[config.mk]
export PLATFORM = sky130hd
export DESIGN_NAME = unshifter_seq
export DESIGN_NICKNAME = d
export VERILOG_FILES = /design/src/rtl/shift_pkg.sv /design/src/rtl/unshift_step.sv /design/src/rtl/unshifter_seq.sv
export SDC_FILE = /design/constraint.sdc
export NUM_CORES = 1
export LEC_CHECK = 0
export ABC_AREA = 1
export CELL_PAD_IN_SITES_DETAIL_PLACEMENT = 0
export CELL_PAD_IN_SITES_GLOBAL_PLACEMENT = 1
export CORE_MARGIN = 2
export CORE_UTILIZATION = 40
export CTS_BUF_LIST = sky130_fd_sc_hd__clkbuf_4 sky130_fd_sc_hd__clkbuf_8
export CTS_CLUSTER_DIAMETER = 120
export DETAILED_ROUTE_END_ITERATION = 10
export PLACE_DENSITY_LB_ADDON = 0.12
export SYNTH_ARGS = -nofsm -noshare
export SYNTH_HDL_FRONTEND = slang
export SYNTH_SLANG_ARGS = --single-unit
[constraint.sdc]
create_clock -name clk -period 1.59 [get_ports clk]
set_clock_uncertainty 0.05 [all_clocks]
set_input_delay 0.318 -clock clk [delete_from_list [all_inputs] [get_ports clk]]
set_output_delay 0.318 -clock clk [all_outputs]
set_load 0.01 [all_outputs]
[src/rtl/shift_pkg.sv]
// -----------------------------------------------------------------------------
// shift_pkg
//   Shared definitions for the shift/rotate unit and its iterative inverse.
//   Contents:
//     OP_SHL/OP_SHR/OP_ROL/OP_ROR : 2-bit operation encodings (control word [1:0])
//     AMT_HI/AMT_LO, OP_HI/OP_LO  : bit positions of the fields in the 8-bit control word
//     state_e                     : sequencer states of the unshifter
//     eff_count()                 : number of one-bit inverse steps for a control word
// -----------------------------------------------------------------------------
package shift_pkg;

    localparam logic [1:0] OP_SHL = 2'b00;
    localparam logic [1:0] OP_SHR = 2'b01;
    localparam logic [1:0] OP_ROL = 2'b10;
    localparam logic [1:0] OP_ROR = 2'b11;

    localparam int unsigned AMT_HI = 7;
    localparam int unsigned AMT_LO = 4;
    localparam int unsigned OP_HI  = 1;
    localparam int unsigned OP_LO  = 0;

    typedef enum logic [1:0] {
        IDLE  = 2'd0,
        SHIFT = 2'd1,
        DONE  = 2'd2
    } state_e;

    // Logical shifts saturate at 8 (everything is gone by then); rotates
    // wrap every 8 positions, so only the low three amount bits matter.
    function automatic logic [3:0] eff_count(input logic [3:0] amt,
                                             input logic [1:0] op);
        logic [3:0] n;
        if (op == OP_SHL || op == OP_SHR) begin
            n = amt[3] ? 4'd8 : amt;
        end else begin
            n = {1'b0, amt[2:0]};
        end
        return n;
    endfunction

endpackage

[src/rtl/unshift_step.sv]
// -----------------------------------------------------------------------------
// unshift_step
//   Purely combinational single-position inverse of the shift/rotate unit.
//   Undoes one bit of the forward operation on the working value and tracks
//   which bit positions still hold genuine operand data.
//   Ports:
//     work_i     [WIDTH-1:0] : partially reconstructed operand
//     mask_i     [WIDTH-1:0] : 1 = corresponding work bit is exact
//     op_i       [1:0]       : forward operation being inverted
//     work_nxt_o [WIDTH-1:0] : operand after one more inverse step
//     mask_nxt_o [WIDTH-1:0] : validity mask after one more inverse step
// -----------------------------------------------------------------------------
module unshift_step
    import shift_pkg::*;
#(
    parameter int unsigned WIDTH = 8
) (
    input  logic [WIDTH-1:0] work_i,
    input  logic [WIDTH-1:0] mask_i,
    input  logic [1:0]       op_i,
    output logic [WIDTH-1:0] work_nxt_o,
    output logic [WIDTH-1:0] mask_nxt_o
);

    always_comb begin
        work_nxt_o = work_i;
        mask_nxt_o = mask_i;
        case (op_i)
            // A left shift pushed the top bit out: move back right and mark
            // the vacated MSB as unknown.
            OP_SHL: begin
                work_nxt_o = {1'b0, work_i[WIDTH-1:1]};
                mask_nxt_o = {1'b0, mask_i[WIDTH-1:1]};
            end
            OP_SHR: begin
                work_nxt_o = {work_i[WIDTH-2:0], 1'b0};
                mask_nxt_o = {mask_i[WIDTH-2:0], 1'b0};
            end
            // Rotates lose nothing, so the mask passes through untouched.
            OP_ROL: begin
                work_nxt_o = {work_i[0], work_i[WIDTH-1:1]};
            end
            OP_ROR: begin
                work_nxt_o = {work_i[WIDTH-2:0], work_i[WIDTH-1]};
            end
            default: begin
                work_nxt_o = work_i;
                mask_nxt_o = mask_i;
            end
        endcase
    end

endmodule

[src/rtl/unshifter_seq.sv]
// -----------------------------------------------------------------------------
// unshifter_seq
//   Iterative inverse of the 8-bit shift/rotate unit. Given the shifted value
//   and the control word that produced it, rebuilds the original operand one
//   bit position per clock and reports which bits are recoverable.
//   Ports:
//     clk        : rising-edge clock
//     rst_n      : asynchronous active-low reset
//     start      : request, accepted only in IDLE while el is low
//     el         : active-low enable; high during SHIFT aborts the operation
//     y_in       : shifted value to invert
//     b_in       : control word, [7:4] amount, [1:0] op, [3:2] unused
//     a_out      : reconstructed operand, held until the next accepted start
//     known_mask : 1 = bit of a_out is exact, 0 = bit was discarded (reads 0)
//     busy       : high while in SHIFT or DONE
//     done       : one-cycle pulse when a_out/known_mask are valid
//     sflag      : set with done when every bit was recovered
// -----------------------------------------------------------------------------
module unshifter_seq
    import shift_pkg::*;
#(
    parameter int unsigned WIDTH = 8,
    parameter int unsigned CNT_W = 4
) (
    input  logic             clk,
    input  logic             rst_n,
    input  logic             start,
    input  logic             el,
    input  logic [WIDTH-1:0] y_in,
    input  logic [7:0]       b_in,
    output logic [WIDTH-1:0] a_out,
    output logic [WIDTH-1:0] known_mask,
    output logic             busy,
    output logic             done,
    output logic             sflag
);

    state_e state_q, state_d;

    logic [WIDTH-1:0] work_q, work_d;
    logic [WIDTH-1:0] mask_q, mask_d;
    logic [1:0]       op_q, op_d;
    logic [CNT_W-1:0] cnt_q, cnt_d;
    logic [WIDTH-1:0] a_q, a_d;
    logic [WIDTH-1:0] km_q, km_d;
    logic             sflag_q, sflag_d;
    logic             done_q, done_d;

    logic [WIDTH-1:0] step_work;
    logic [WIDTH-1:0] step_mask;

    logic             accept;
    logic             step_en;
    logic             finish;

    // Control word bits [3:2] carry no meaning for the inverse.
    logic             unused_b_bits;
    assign unused_b_bits = ^b_in[3:2];

    unshift_step #(
        .WIDTH (WIDTH)
    ) u_step (
        .work_i     (work_q),
        .mask_i     (mask_q),
        .op_i       (op_q),
        .work_nxt_o (step_work),
        .mask_nxt_o (step_mask)
    );

    assign accept  = (state_q == IDLE)  && start && !el;
    assign step_en = (state_q == SHIFT) && !el && (cnt_q != '0);
    assign finish  = (state_q == SHIFT) && !el && (cnt_q == '0);

    // ---------------------------------------------------------------- state
    always_ff @(posedge clk or negedge rst_n) begin
        if (!rst_n) begin
            state_q <= IDLE;
        end else begin
            state_q <= state_d;
        end
    end

    // ----------------------------------------------------------- next state
    always_comb begin
        state_d = state_q;
        case (state_q)
            IDLE: begin
                if (start && !el) begin
                    state_d = SHIFT;
                end
            end
            SHIFT: begin
                // Abort takes priority over finishing on the same edge.
                if (el) begin
                    state_d = IDLE;
                end else if (cnt_q == '0) begin
                    state_d = DONE;
                end
            end
            DONE:    state_d = IDLE;
            default: state_d = IDLE;
        endcase
    end

    // -------------------------------------------------------------- outputs
    always_comb begin
        busy = (state_q != IDLE);
    end

    // ------------------------------------------------------------- datapath
    always_comb begin
        work_d  = work_q;
        mask_d  = mask_q;
        op_d    = op_q;
        cnt_d   = cnt_q;
        a_d     = a_q;
        km_d    = km_q;
        sflag_d = sflag_q;
        done_d  = 1'b0;

        if (accept) begin
            work_d  = y_in;
            mask_d  = '1;
            op_d    = b_in[OP_HI:OP_LO];
            cnt_d   = CNT_W'(eff_count(b_in[AMT_HI:AMT_LO], b_in[OP_HI:OP_LO]));
            sflag_d = 1'b0;
        end

        if (step_en) begin
            work_d = step_work;
            mask_d = step_mask;
            cnt_d  = cnt_q - CNT_W'(1);
        end

        if (finish) begin
            a_d     = work_q;
            km_d    = mask_q;
            sflag_d = (mask_q == '1);
            done_d  = 1'b1;
        end
    end

    always_ff @(posedge clk or negedge rst_n) begin
        if (!rst_n) begin
            work_q  <= '0;
            mask_q  <= '0;
            op_q    <= '0;
            cnt_q   <= '0;
            a_q     <= '0;
            km_q    <= '0;
            sflag_q <= 1'b0;
            done_q  <= 1'b0;
        end else begin
            work_q  <= work_d;
            mask_q  <= mask_d;
            op_q    <= op_d;
            cnt_q   <= cnt_d;
            a_q     <= a_d;
            km_q    <= km_d;
            sflag_q <= sflag_d;
            done_q  <= done_d;
        end
    end

    assign a_out      = a_q;
    assign known_mask = km_q;
    assign done       = done_q;
    assign sflag      = sflag_q;

endmodule
; After elaboration in Yosys (flattened, before gate mapping)
; Cells that the tools add are included.
[word_totals]
register_bits = 42
inputBits = 20
out_inout_bits = 19
word_cells = 54
[op_classes]
addsub = 1
eq_ne = 9
muxes = 17
n_reduce_logical = 18
[ops]
columns = operator, n
row1 = 8-bit two-way mux, 4
row2 = 8-bit one-hot mux with 4 select lines, 1
row3 = 4-bit two-way mux, 4
row4 = 8-bit one-hot mux with 2 select lines, 1
row5 = 8-bit == test (second input constant), 1
row6 = 2-bit by 1-bit == test with 1-bit output (second input constant), 3
row7 = 1-bit logical AND, 6
row8 = 2-bit zero test, 3
row9 = 2-bit two-way mux, 3
row10 = 2-bit nonzero test, 3
row11 = 2-bit == test (second input constant), 2
row12 = 4-bit zero test, 1
row13 = 2-bit one-hot mux with 2 select lines, 1
row14 = 2-bit AND reduction, 2
row15 = 4-bit nonzero test, 1
row16 = 4-bit by 1-bit subtractor with 4-bit output (second input constant), 1
row17 = 1-bit two-way mux, 3
row18 = 3-bit by 1-bit != test with 1-bit output (second input constant), 1
row19 = 3-bit by 2-bit != test with 1-bit output (second input constant), 1
row20 = 2-bit by 1-bit != test with 1-bit output (second input constant), 1
row21 = 1-bit zero test, 1
row22 = 1-bit logical OR, 1

; Longest topological paths before layout
[depth]
depth_word = 5
ltp_mapped = 9
ltp_nobuf = 9

; Modules after synthesis
; Synthesis repeated with hierarchy kept, for this count alone.
[unflattened]
hier_cells = 294
area_unflattened_um2 = 2195.9
[modules_own_cells]
columns = mod, n_inst, cells_each, area_per_inst_um2, seq_area_each_um2
row1 = unshifter_seq, 1, 236, 1895.6, 1051.0
row2 = unshift_step, 1, 58, 300.3, 0.0

; Worst setup path after synthesis
; Ideal clock, no wire load.
[synth_path]
path_type = reg-to-reg
start = register cnt_q[0]
end = register a_q[6], in the netlist a_out[6]
setup_time_ns = 0.118
t_arrival_ns = 1.275
required_ns = 1.422
slack_ns = 0.147
stages_incl_launch_ff = 9
path_buffers = 1
period_less_slack_ns = 1.443
path_cell_list = dfrtp_1 -> inv_1 -> ha_1 -> nand3_4 -> nor2_4 -> inv_2 -> buf_6 -> nand2_2 -> o21ai_2
[synth_between]
elab_chain_len = 2
[synth_rtl]
columns = item, line
row1 = start: declaration, unshifter_seq.sv:43  ; logic [CNT_W-1:0] cnt_q, cnt_d;
row2 = start signal: assignment, unshifter_seq.sv:157  ; cnt_q <= cnt_d;
row3 = 4-bit zero test, unshifter_seq.sv:72  ; assign finish = (state_q == SHIFT) && !el && (cnt_q == '0);
row4 = 1-bit logical AND, unshifter_seq.sv:72
row5 = end signal: assignment, unshifter_seq.sv:149  ; a_q <= '0;
row6 = end signal: assignment, unshifter_seq.sv:158  ; a_q <= a_d;
row7 = end: declaration, unshifter_seq.sv:44  ; logic [WIDTH-1:0] a_q, a_d;
; Every way passes these cells.
; A chain may end at the register's enable or synchronous reset.

; Worst setup path after layout
[layout_path]
start = register km_q[4], in the netlist known_mask[4]
end = output port known_mask[4]
[layout_lines]
columns = item, line
row1 = start: declaration, unshifter_seq.sv:45  ; logic [WIDTH-1:0] km_q, km_d;
row2 = start signal: assignment, unshifter_seq.sv:159  ; km_q <= km_d;
row3 = end: declaration, unshifter_seq.sv:32  ; output logic [WIDTH-1:0] known_mask,
; No word-level cell between the ends.

==> impl_metrics.py <==
metrics = {
    "setup_path": {
        "timing.rr.start": "cnt_q[0]",
        "path_buf_inv": 1,
        "arrival_ns": 1.17,
        "r2r_slack_ns": 0.12,
        "critPathLaunchType": "flop",
        "cp_max_fo": 2,
        "crit_cells": 1,
        "critical_path.max_stage_delay_ns": 0.53,
        "crit_chain": "clkdlybuf4s50_1",
        "timing.critical_path.from": "known_mask[4]",
        "crit_required_ns": 1.22,
        "endpoint_kind": "primary output",
        "cp-endpoint": "known_mask[4]",
        "r2r_end": "a_out[1]",
        "critPathKind": "reg -> out",
        "ff2ff_path_depth": 8,
        "crit_slowest_cell": "clkdlybuf4s50_1",
        "crit_family": "buffers and inverters",
    },
    "yosys": {
        "seq_area_frac_synth_pct": 46.03,
        "yosysWarningCount": 0,
        "syn_area_mm2": 0.002283,
        "synth.avg_cell_area_um2": 7.956,
        "syn-num-nets": 308,
        "synth-seq-cells": 42,
        "syn_inst": 287,
        "ys_types": 20,
    },
    "cts": {
        "clock_sinks": 42,
        "h-tree-depth": 2,
        "ctsRootBufferMaster": "clkbuf_8",
        "clkLatencyLatePin_ns": 0.30,
        "cts_tree": "yes",
        "clk_pin_slew_ns": 0.08,
        "cts.path.max_buffers": 2,
        "cts_buffers": 5,
    },
    "global_routing": {
        "grt_max_degree": 43,
        "antenna_found_initial": 0,
        "grt_use_total_pct": 16.83,
        "grt_first_pass_wirelength_um": 8280,
        "first_global_vias": 1850,
        "overflow": 0,
    },
    "sta": {
        "setup_total_negative_slack_ns": 0,
        "period_share_pct": 96.83,
        "hold_violations": 0,
        "slew_viol_final": 0,
        "worst_pin_slew_ns": 0.4160,
        "rsz0062_at_grt": "no",
        "whs_ns": 0.4275,
        "period_needed_ns": 1.540,
        "clock.fmax_mhz": 649.5,
        "finalSetupViolCount": 0,
        "relSlewSlack_pct": 72.17,
    },
    "routing": {
        "first_pass_iters": 4,
        "wl_per_cell_um": 11.46,
        "wirelength_um": 4826,
        "antenna_left": 0,
        "vias": 1934,
        "drcViolationCount": 0,
        "vias_per_cell": 4.594,
        "drt_iter0_markers": 95,
    },
    "die": {
        "die_h_um": 79.56,
        "rows": 27,
        "ios": 39,
        "core_area_mm2": 0.005507,
        "initial_core_util_pct": 41.47,
        "fp.dieW_um": 79.56,
        "die_area_mm2": 0.006329,
    },
    "power": {
        "power_mw": 4.927,
        "power_leakage_nw": 1.702,
        "ir_worst_vdd_uv": 711.1,
        "power_density_mw_per_mm2": 1626,
    },
    "layout": {
        "area_growth_pct": 32.71,
        "fin_cells": 421,
        "drive_gt1_share_pct": 22.92,
        "nNetsFinal": 369,
        "fillers": 542,
        "final_core_util_pct": 55.03,
        "antenna_cells": 0,
    },
    "worst_hold_path": {
        "hold_class": "reg -> reg",
    },
    "place": {
        "hpwl_um": 3469,
        "io_buffers": 36,
        "place_congestion": 0.7769,
        "placedCellCount": 409,
    },
    "job": {
        "max_cap_viol_count": 0,
    },
    "outcome": {
        "status": "finished clean",
    },
}
## per-stage QoR
stage,worst slack [ns],cell area (µm²)
4_1_cts,0.001431,2958
5_1_grt,0.0003695,3030
3_5_place_dp,-0.08969,2851
6_report,0.05045,3030
2_1_floorplan,0.1473,2283
3_3_place_gp,-0.07067,2851
## logic make-up (layout without fill, tap and decap cells)
family | count (synthesis) | count (layout) | synth area share, %
AO/OA/AOI/OAI | 28 | 28 | 8.603
adder cells (fa/ha/maj) | 1 | 1 | 0.5479
buffers and inverters | 46 | 108 | 9.752
flip-flops | 42 | 42 | 46.03
AND/OR/NAND/NOR | 170 | 170 | 35.07
## cells in the mapped netlist
library cell  number  share of area [%]
buf_2              1               0.22
buf_4              2               0.66
buf_6              4                2.0
buf_8              1               0.66
dfrtp_1           42                 46
ha_1               1               0.55
inv_1             34                5.6
inv_2              4               0.66
nand2_1          117                 19
nand2_2           12                3.3
nand2_4            2               0.99
nand3_1           20                4.4
nand3_2            2               0.88
nand3_4            3                2.3
nand4_1            3               0.82
nor2_1             8                1.3
nor2_4             2               0.99
nor2_8             1               0.88
o21ai_0           13                2.8
o21ai_2           15                5.8
## cell usage in the layout (no fill, tap or decap), drive strengths merged, types with 2 or more instances in the layout
cell type	Yosys	final
nand4	3	3
o21ai	28	28
inv	38	38
nor2	11	11
buf	8	26
nand2	131	131
dlymetal6s2s	0	13
clkbuf	0	6
clkdlybuf4s50	0	19
dlygate4sd2	0	2
dfrtp	42	42
nand3	25	25
## how the worst min path moves through the flow
stage	start	endpoint	slack (ns)	depth (start not counted)
2_1_floorplan	rst_n	a_out[0]	-0.03	0
3_3_place_gp	rst_n	known_mask[3]	0.26	2
3_5_place_dp	rst_n	known_mask[3]	0.26	2
4_1_cts	work_q[6]	work_q[6]	0.44	2
5_1_grt	a_out[7]	a_out[7]	0.46	2
6_report	known_mask[5]	known_mask[5]	0.43	2
## area by class of cell
type	count	area (µm²)	share of cell area, %
sequential	42	1051	34.68
clock inverter	2	12.51	0.4129
multi-input combinational	199	1027	33.90
tap	72	90.09	2.973
clock buffer	6	82.58	2.725
timing repair buffer	62	624.3	20.60
inverter	38	142.6	4.707
## where the power goes
| part | total [mW] | switching, mW | internal [mW] |
|---|---|---|---|
| Combinational | 2.34 | 1.29 | 1.05 |
| Clock | 0.726 | 0.377 | 0.349 |
| Sequential | 1.86 | 0.326 | 1.53 |
| Total | 4.93 | 1.99 | 2.93 |
## flip-flops by register name, summed over array words and instances (netlist names)
register / flops
a_out: 8
known_mask: 8
mask_q: 8
work_q: 8
cnt_q: 4
op_q: 2
state_q: 2
done: 1
sflag: 1
## timing repair
item                                   CTS  global route
cloned                                   0             0
setup buffers                            0             3
setup endpoints to repair                4            49
pin swaps                                0             3
resized for setup                        5            19
endpoints found under the hold margin   42             0
hold buffers                             1             0
## worst register-to-register path, stage by stage, from the launching register on
cell and delay, ns:
dfrtp_1 0.41, inv_2 0.09, ha_4 0.15, nand3_4 0.15, nor2_4 0.15, inv_2 0.06
buf_12 0.16, nand2_1 0.09, o21ai_2 0.05
## layer usage
| layer | GRT usage (%) | vias up | share of wire [%] |
|---|---|---|---|
| met2 | 27.39 | 42 | 45 |
| met1 | 22.54 | 877 | 49 |
| met5 | 0 | - | 0 |
| li1 | - | 1008 | - |
| met3 | 3.733 | 7 | 5.0 |
| met4 | 4.655 | 0 | 1.0 |
Power figures use the tool's default switching activity.
